===== config.mk =====
export PLATFORM = sky130hd
export DESIGN_NAME = diag_cram_writer
export DESIGN_NICKNAME = d
export VERILOG_FILES = /design/src/rtl/diag_cram_writer_pkg.sv /design/src/rtl/diag_step_seq.sv /design/src/rtl/diag_cram_writer.sv
export SDC_FILE = /design/constraint.sdc
export NUM_CORES = 1
export LEC_CHECK = 0
export CAP_MARGIN = 5
export CORE_AREA = 2 2 108 110
export DETAILED_ROUTE_END_ITERATION = 8
export DIE_AREA = 0 0 110 112
export GPL_TIMING_DRIVEN = 0
export PLACE_DENSITY = 0.87
export SETUP_SLACK_MARGIN = 0.3
export SLEW_MARGIN = 20
export SYNTH_ARGS = -nofsm -noshare
export SYNTH_HDL_FRONTEND = slang
export SYNTH_SLANG_ARGS = --single-unit

===== constraint.sdc =====
create_clock -name clk -period 3.8 [get_ports clk]
set_clock_uncertainty 0.15 [all_clocks]
set_input_delay 0.76 -clock clk [delete_from_list [all_inputs] [get_ports clk]]
set_output_delay 0.76 -clock clk [all_outputs]
set_load 0.01 [all_outputs]

===== src/rtl/diag_cram_writer_pkg.sv =====
// Shared EBOX definitions used by the CRAM diagnostic writer: word widths,
// the CRADR type, diagnostic function codes and the writer's state encoding.
package diag_cram_writer_pkg;

  localparam int CRAM_W  = 80;
  localparam int CRADR_W = 11;
  localparam int EBUS_W  = 36;
  localparam int DIAG_W  = 7;

  // Vectors are declared [W-1:0]; PDP-10 bit 0 is the MSB (index W-1).
  typedef logic [CRADR_W-1:0] tCRADR;
  typedef logic [CRAM_W-1:0]  cram_word_t;
  typedef logic [EBUS_W-1:0]  ebus_word_t;
  typedef logic [DIAG_W-1:0]  diag_func_t;
  typedef logic [2:0]         step_t;

  localparam diag_func_t DIAG_LOAD_050 = 7'o050;
  localparam diag_func_t DIAG_LOAD_051 = 7'o051;
  localparam diag_func_t DIAG_LOAD_052 = 7'o052;
  localparam diag_func_t DIAG_LOAD_053 = 7'o053;
  localparam diag_func_t DIAG_LOAD_054 = 7'o054;
  localparam diag_func_t DIAG_LOAD_055 = 7'o055;
  localparam diag_func_t DIAG_LOAD_056 = 7'o056;
  localparam diag_func_t DIAG_LOAD_057 = 7'o057;
  localparam diag_func_t DIAG_READ_140 = 7'o140;
  localparam diag_func_t DIAG_READ_141 = 7'o141;
  localparam diag_func_t DIAG_READ_142 = 7'o142;
  localparam diag_func_t DIAG_READ_143 = 7'o143;
  localparam diag_func_t DIAG_READ_144 = 7'o144;
  localparam diag_func_t DIAG_READ_145 = 7'o145;
  localparam diag_func_t DIAG_READ_146 = 7'o146;
  localparam diag_func_t DIAG_READ_147 = 7'o147;

  typedef enum logic [1:0] {
    CMD_WRITE    = 2'b00,
    CMD_LOAD_ADR = 2'b01,
    CMD_READ_ADR = 2'b10,
    CMD_RSVD     = 2'b11
  } cmd_op_e;

  localparam logic [2:0] ST_IDLE    = 3'd0;
  localparam logic [2:0] ST_SETUP   = 3'd1;
  localparam logic [2:0] ST_STROBE  = 3'd2;
  localparam logic [2:0] ST_HOLD    = 3'd3;
  localparam logic [2:0] ST_RSETUP  = 3'd4;
  localparam logic [2:0] ST_RSAMPLE = 3'd5;
  localparam logic [2:0] ST_RSPWAIT = 3'd6;

  // Steps 0-1 load CRADR, steps 2-5 load the four 20-bit CRAM slices.
  function automatic diag_func_t load_func(input step_t step);
    diag_func_t f;
    case (step)
      3'd0:    f = DIAG_LOAD_052;
      3'd1:    f = DIAG_LOAD_051;
      3'd2:    f = DIAG_LOAD_057;
      3'd3:    f = DIAG_LOAD_056;
      3'd4:    f = DIAG_LOAD_055;
      3'd5:    f = DIAG_LOAD_054;
      default: f = '0;
    endcase
    return f;
  endfunction

  // Read steps follow the two address-load steps.
  function automatic diag_func_t read_func(input step_t step);
    return (step == 3'd2) ? DIAG_READ_144 : DIAG_READ_145;
  endfunction

endpackage


===== src/rtl/diag_step_seq.sv =====
// Phase generator for the CRAM writer: walks 3-cycle load steps and 2-cycle
// read steps, tracking which step (function/data slice) is current.
module diag_step_seq
  import diag_cram_writer_pkg::*;
(
  input  logic       clk,
  input  logic       RESET_n,
  input  logic       start,
  input  logic [1:0] start_op,
  input  logic       rsp_ack,
  output logic [2:0] state,
  output step_t      step
);

  logic  write_q;
  logic  read_q;
  step_t last_load_step;

  assign last_load_step = write_q ? 3'd5 : 3'd1;

  always_ff @(posedge clk or negedge RESET_n) begin
    if (!RESET_n) begin
      state   <= ST_IDLE;
      step    <= '0;
      write_q <= 1'b0;
      read_q  <= 1'b0;
    end else begin
      case (state)
        ST_IDLE: begin
          if (start) begin
            state   <= ST_SETUP;
            step    <= '0;
            write_q <= (start_op == CMD_WRITE);
            read_q  <= (start_op == CMD_READ_ADR);
          end
        end
        ST_SETUP:  state <= ST_STROBE;
        ST_STROBE: state <= ST_HOLD;
        ST_HOLD: begin
          if (step != last_load_step) begin
            state <= ST_SETUP;
            step  <= step + 3'd1;
          end else if (read_q) begin
            state <= ST_RSETUP;
            step  <= step + 3'd1;
          end else begin
            state <= ST_IDLE;
            step  <= '0;
          end
        end
        ST_RSETUP: state <= ST_RSAMPLE;
        ST_RSAMPLE: begin
          if (step == 3'd3) begin
            state <= ST_RSPWAIT;
            step  <= '0;
          end else begin
            state <= ST_RSETUP;
            step  <= step + 3'd1;
          end
        end
        ST_RSPWAIT: begin
          if (rsp_ack) state <= ST_IDLE;
        end
        default: begin
          state <= ST_IDLE;
          step  <= '0;
        end
      endcase
    end
  end

endmodule


===== src/rtl/diag_cram_writer.sv =====
// CRAM diagnostic writer: turns write / load-address / read-CRADR commands
// into EBUS diagnostic load and read function sequences toward the EBOX.
module diag_cram_writer
  import diag_cram_writer_pkg::*;
(
  input  logic                 clk,
  input  logic                 RESET_n,
  input  logic                 cmdValid,
  output logic                 cmdReady,
  input  logic [1:0]           cmdOp,
  input  logic [CRADR_W-1:0]   cmdAdr,
  input  logic [CRAM_W-1:0]    cmdData,
  output logic [DIAG_W-1:0]    diagFunc,
  output logic                 diagLoad,
  output logic                 diagRead,
  output logic [EBUS_W-1:0]    ebusOut,
  output logic                 ebusDriving,
  input  logic [EBUS_W-1:0]    ebusIn,
  output logic                 rspValid,
  input  logic                 rspReady,
  output logic [CRADR_W-1:0]   rspAdr,
  output logic                 rspPar
);

  logic       [2:0] state;
  step_t            step;
  logic             accept;
  tCRADR            cmd_adr_q;
  cram_word_t       cmd_data_q;
  tCRADR            rsp_adr_q;
  logic             rsp_par_q;
  logic             unused_ebus;

  // Only CRADR and parity come back on the low-numbered EBUS bits.
  assign unused_ebus = ^ebusIn[EBUS_W-7:0];

  // Positions are PDP-10 bit numbers mapped onto [W-1:0] vectors.
  function automatic ebus_word_t load_slice(input step_t s, input tCRADR a,
                                            input cram_word_t d);
    ebus_word_t w;
    w = '0;
    case (s)
      3'd0:    w[34:30] = a[10:6];
      3'd1:    w[35:30] = a[5:0];
      3'd2:    w[35:16] = d[79:60];
      3'd3:    w[35:16] = d[59:40];
      3'd4:    w[35:16] = d[39:20];
      3'd5:    w[35:16] = d[19:0];
      default: w = '0;
    endcase
    return w;
  endfunction

  assign cmdReady = (state == ST_IDLE);
  assign rspValid = (state == ST_RSPWAIT);
  assign accept   = cmdValid & cmdReady;
  assign rspAdr   = rsp_adr_q;
  assign rspPar   = rsp_par_q;

  diag_step_seq u_seq (
    .clk      (clk),
    .RESET_n  (RESET_n),
    .start    (accept),
    .start_op (cmdOp),
    .rsp_ack  (rspReady),
    .state    (state),
    .step     (step)
  );

  // Command capture at acceptance
  always_ff @(posedge clk or negedge RESET_n) begin
    if (!RESET_n) begin
      cmd_adr_q  <= '0;
      cmd_data_q <= '0;
    end else if (accept) begin
      cmd_adr_q  <= cmdAdr;
      cmd_data_q <= cmdData;
    end
  end

  // Response capture at the end of each RSAMPLE cycle
  always_ff @(posedge clk or negedge RESET_n) begin
    if (!RESET_n) begin
      rsp_adr_q <= '0;
      rsp_par_q <= 1'b0;
    end else if (state == ST_RSAMPLE) begin
      if (step == 3'd2) begin
        rsp_adr_q[5:0] <= ebusIn[35:30];
      end else begin
        rsp_par_q       <= ebusIn[35];
        rsp_adr_q[10:6] <= ebusIn[34:30];
      end
    end
  end

  // Output decode from sequencer state
  always_comb begin
    diagFunc    = '0;
    diagLoad    = 1'b0;
    diagRead    = 1'b0;
    ebusOut     = '0;
    ebusDriving = 1'b0;
    case (state)
      ST_SETUP, ST_STROBE, ST_HOLD: begin
        diagFunc    = load_func(step);
        ebusOut     = load_slice(step, cmd_adr_q, cmd_data_q);
        ebusDriving = 1'b1;
        diagLoad    = (state == ST_STROBE);
      end
      ST_RSETUP, ST_RSAMPLE: begin
        diagFunc = read_func(step);
        diagRead = 1'b1;
      end
      default: begin
        diagFunc = '0;
      end
    endcase
  end

  a_load_read_exclusive: assert property (@(posedge clk) disable iff (!RESET_n)
    !(diagLoad && diagRead));

endmodule


==> run_results.csv <==
group,metric,value,unit
synthesis,netlist.area_leader.share,53.0,%
synthesis,synth_top_area_cell,"dfrtp_1",
cts,clock_latency,0.34,ns
setup_path,start_kind,"register",
timing,hold_viol_final,0,
routing,route.final.wire_length,15.3,mm
setup_path,critical_path_required,2.89,ns
grt,grt_pass1_wl,24.4,mm
cts,root_buffer,"clkbuf_16",
timing,rsz0062_at_grt,"false",
synthesis,synth.avg_cell_area,8.75,sq um
routing,viasPerCell,5.32,
power_and_ir_drop,clock_power_share,16.0,%
timing,relSlewSlack,59.9,%
final_layout,finalNonFillerCells,923,
synthesis,ys_warn_count,0,
timing,finalHoldWorstSlack,0.174,ns
grt,grt.overflow.total,0,
final_layout,fin_util,65.7,%
routing,drtAntennaViolNets,0,
setup_path,setup.worst_path.start,"u_seq.step[1]",
routing,vias,4907,
floorplanning,ios,193,
timing,finalWorstSetupSlack,0.393,ns
power_and_ir_drop,powerDensity,759,nW/um^2
cts,clk_pin_slew,0.07,ns
setup_path,crit_fanout,10,
grt,grt_max_degree,67,
setup_path,r2r_end,"cmd_data_q[77]",
power_and_ir_drop,swShare,40.0,%
cts,clkSinkCount,111,
power_and_ir_drop,power_leakage,3.81,nW
synthesis,syn-cell-area,5240,sq um
floorplanning,die_h,112,um
floorplanning,die_w,110,um
job,cap_violations,0,
power_and_ir_drop,total_power,0.00557,W
setup_path,cp_data_arrival_time,2.50,ns
cts,clockBufferDepth,2,
timing,min_period,3.41,ns
synthesis,synth_xor_area_share,0.334,%
synthesis,postSynth.asyncResetShare,100,%
power_and_ir_drop,seq_power_share,37.0,%
cts,cts_tree,"yes",
setup_path,end_kind,"primary output",
final_layout,syn_to_final_growth,39.9,%
grt,antenna_found_initial,0,
routing,drcViolationCount,0,
routing,dr.pass1.iters,8,
timing,worst_pin_slew,0.602,ns
place,gp_congestion,0.902,
power_and_ir_drop,net-switching-power,0.00223,W
final_layout,fill_cells,886,
synthesis,yosysSeqAreaShare,53.0,%
synthesis,ys.flop_type,"dfrtp_1",
floorplanning,start_util,46.9,%
setup_path,worstSetupPathType,"reg -> out",
final_layout,final_cell_mix,"282 x nand2_1, 126 x clkdlybuf4s50_1, 110 x dfrtp_1, 35 x buf_4, 23 x nor2_1",
place,io_buffers,145,
setup_path,r2r_slack,1.52,ns
final_layout,seq_area,2780,sq um
place,place_hpwl,11.3,mm
synthesis,synth-compound-area-share,10.6,%
synthesis,synthDistinctLibCells,38,
synthesis,synth_area_leaders,"dfrtp_1 53%, nand2_1 20%, buf_4 4.0%",
synthesis,synth_top_family_by_area,"simple AND/OR/NAND/NOR gates",
synthesis,synth_edf_count,0,
power_and_ir_drop,ir_drop,393,uV
routing,drtIter0Drc,556,
setup_path,endpoint,"ebusOut[35]",
final_layout,layout-drive-gt1-share,10.3,%
final_layout,finish.net_count,916,
floorplanning,coreArea,11200,sq um
timing,min_period_over_period,89.7,%
grt,grt_pass1_vias,4930,
cts,htreeDepth,3,
timing,setup_viol,0,
setup_path,reg2reg_depth,5,
final_layout,layout_commonest_cell,"nand2_1",
synthesis,synthMuxAreaShare,2.98,%
final_layout,multiInputGateArea,2170,sq um
synthesis,yosys.area_share.simple,24.0,%
status,status,"complete, no violations",
final_layout,antenna_cells,0,
cts,hold_buffers,0,
grt,track_usage,25.8,%
floorplanning,die_area,12300,sq um
synthesis,syn_inst,599,
timing,fmax,293,MHz
timing,slew_viol_final,0,
cts,cts_buffers,9,
place,dp.cells,904,
power_and_ir_drop,p_int,0.00334,W
synthesis,synth_seq_cells,111,
power_and_ir_drop,p_comb_share,47.0,%
floorplanning,rows,39,
routing,wl_per_cell,16.6,um
worst_hold_path,hold_path.class,"in -> async",
synthesis,synthAdderAreaFrac,1.91,%
place,place_ws,-0.0906,ns
setup_path,reg2reg_from,"u_seq.state[2]",
[power groups by stage]
stage	clock network [W]	logic [W]	registers, W
2_1_floorplan	0	0.00150	0.00195
3_3_place_gp	0	0.00242	0.00202
3_5_place_dp	0	0.00250	0.00205
4_1_cts	0.000896	0.00257	0.00204
5_1_grt	0.000950	0.00289	0.00210
6_report	0.000892	0.00262	0.00206
[layout make-up]
cell class / count / area share [%]
plain buffers: 59 / 5.22
clock buffers: 12 / 3.36
clock inverters: 4 / 0.426
inverters: 10 / 0.580
multi-input cells: 435 / 29.6
flip-flops and latches: 111 / 37.9
well taps: 143 / 2.44
repair buffers: 149 / 20.5
[per-stage QoR]
step	TNS (ns)	area, sq um
floorplan	0	5300
global placement	-241.08	6930
detailed placement	-0.423	6960
CTS	0	7290
global route	0	7340
finish	0	7340
[how the worst min path moves through the flow]
stage | slack, ns | to | cells past startpoint
2_1_floorplan | 0.29 | cmd_data_q[37] | 2
3_3_place_gp | 0.31 | cmd_adr_q[0] | 2
3_5_place_dp | 0.31 | cmd_data_q[17] | 2
4_1_cts | 0.19 | cmd_data_q[72] | 1
5_1_grt | 0.20 | cmd_data_q[69] | 1
6_report | 0.17 | cmd_data_q[69] | 1
[cell usage after synthesis, types with 2 or more instances]
cell	number
o31ai_1	2
a31oi_1	3
mux2_1	6
nor3_1	2
ha_1	8
a211oi_1	4
nor2_1	23
buf_2	7
nor2b_1	3
a22o_1	14
nand3b_1	3
a221oi_1	4
xnor2_1	2
buf_4	28
a222oi_1	20
inv_1	8
dfrtp_1	111
a22oi_1	3
a21oi_1	11
clkbuf_1	22
buf_1	2
or3_1	2
o21ai_0	9
nand2_1	282
mux2_2	7
[state kept, by name (all words and copies together), names as in the netlist]
| register | cells |
|---|---|
| cmd_adr_q | 11 |
| rspAdr | 11 |
| cmd_data_q | 80 |
| u_seq.state | 3 |
| u_seq.write_q | 1 |
| u_seq.step | 3 |
| u_seq.read_q | 1 |
| rspPar | 1 |
[kinds of logic after synthesis]
group	count (synthesis)
AO/OA/AOI/OAI	72
XOR/XNOR	2
adder cells (fa/ha/maj)	8
buffers and inverters	69
flip-flops	111
multiplexers	14
other	1
AND/OR/NAND/NOR	322
[metal layers]
layer	track usage, %	up-vias	share of wire [%]
li1	-	2275	-
met1	35.1	2346	41
met2	41.4	257	48
met3	4.80	29	8.2
met4	8.52	0	2.2
met5	0	-	0
[repair_timing]
item / in CTS / in global routing
buffers inserted: 1 / 2
endpoints found under the setup margin: 23 / 19
resized for setup: 35 / 17
pin swaps: 3 / 5
cloned: 0 / 0
[worst max-delay path, cell delays in order, from the launching register on]
cell,delay [ns]
dfrtp_2,0.47
inv_1,0.10
ha_1,0.21
clkbuf_4,0.24
buf_4,0.21
a22oi_1,0.10
a21oi_1,0.25
clkdlybuf4s50_1,0.58
Note: power is estimated with default switching activity, not from simulation.
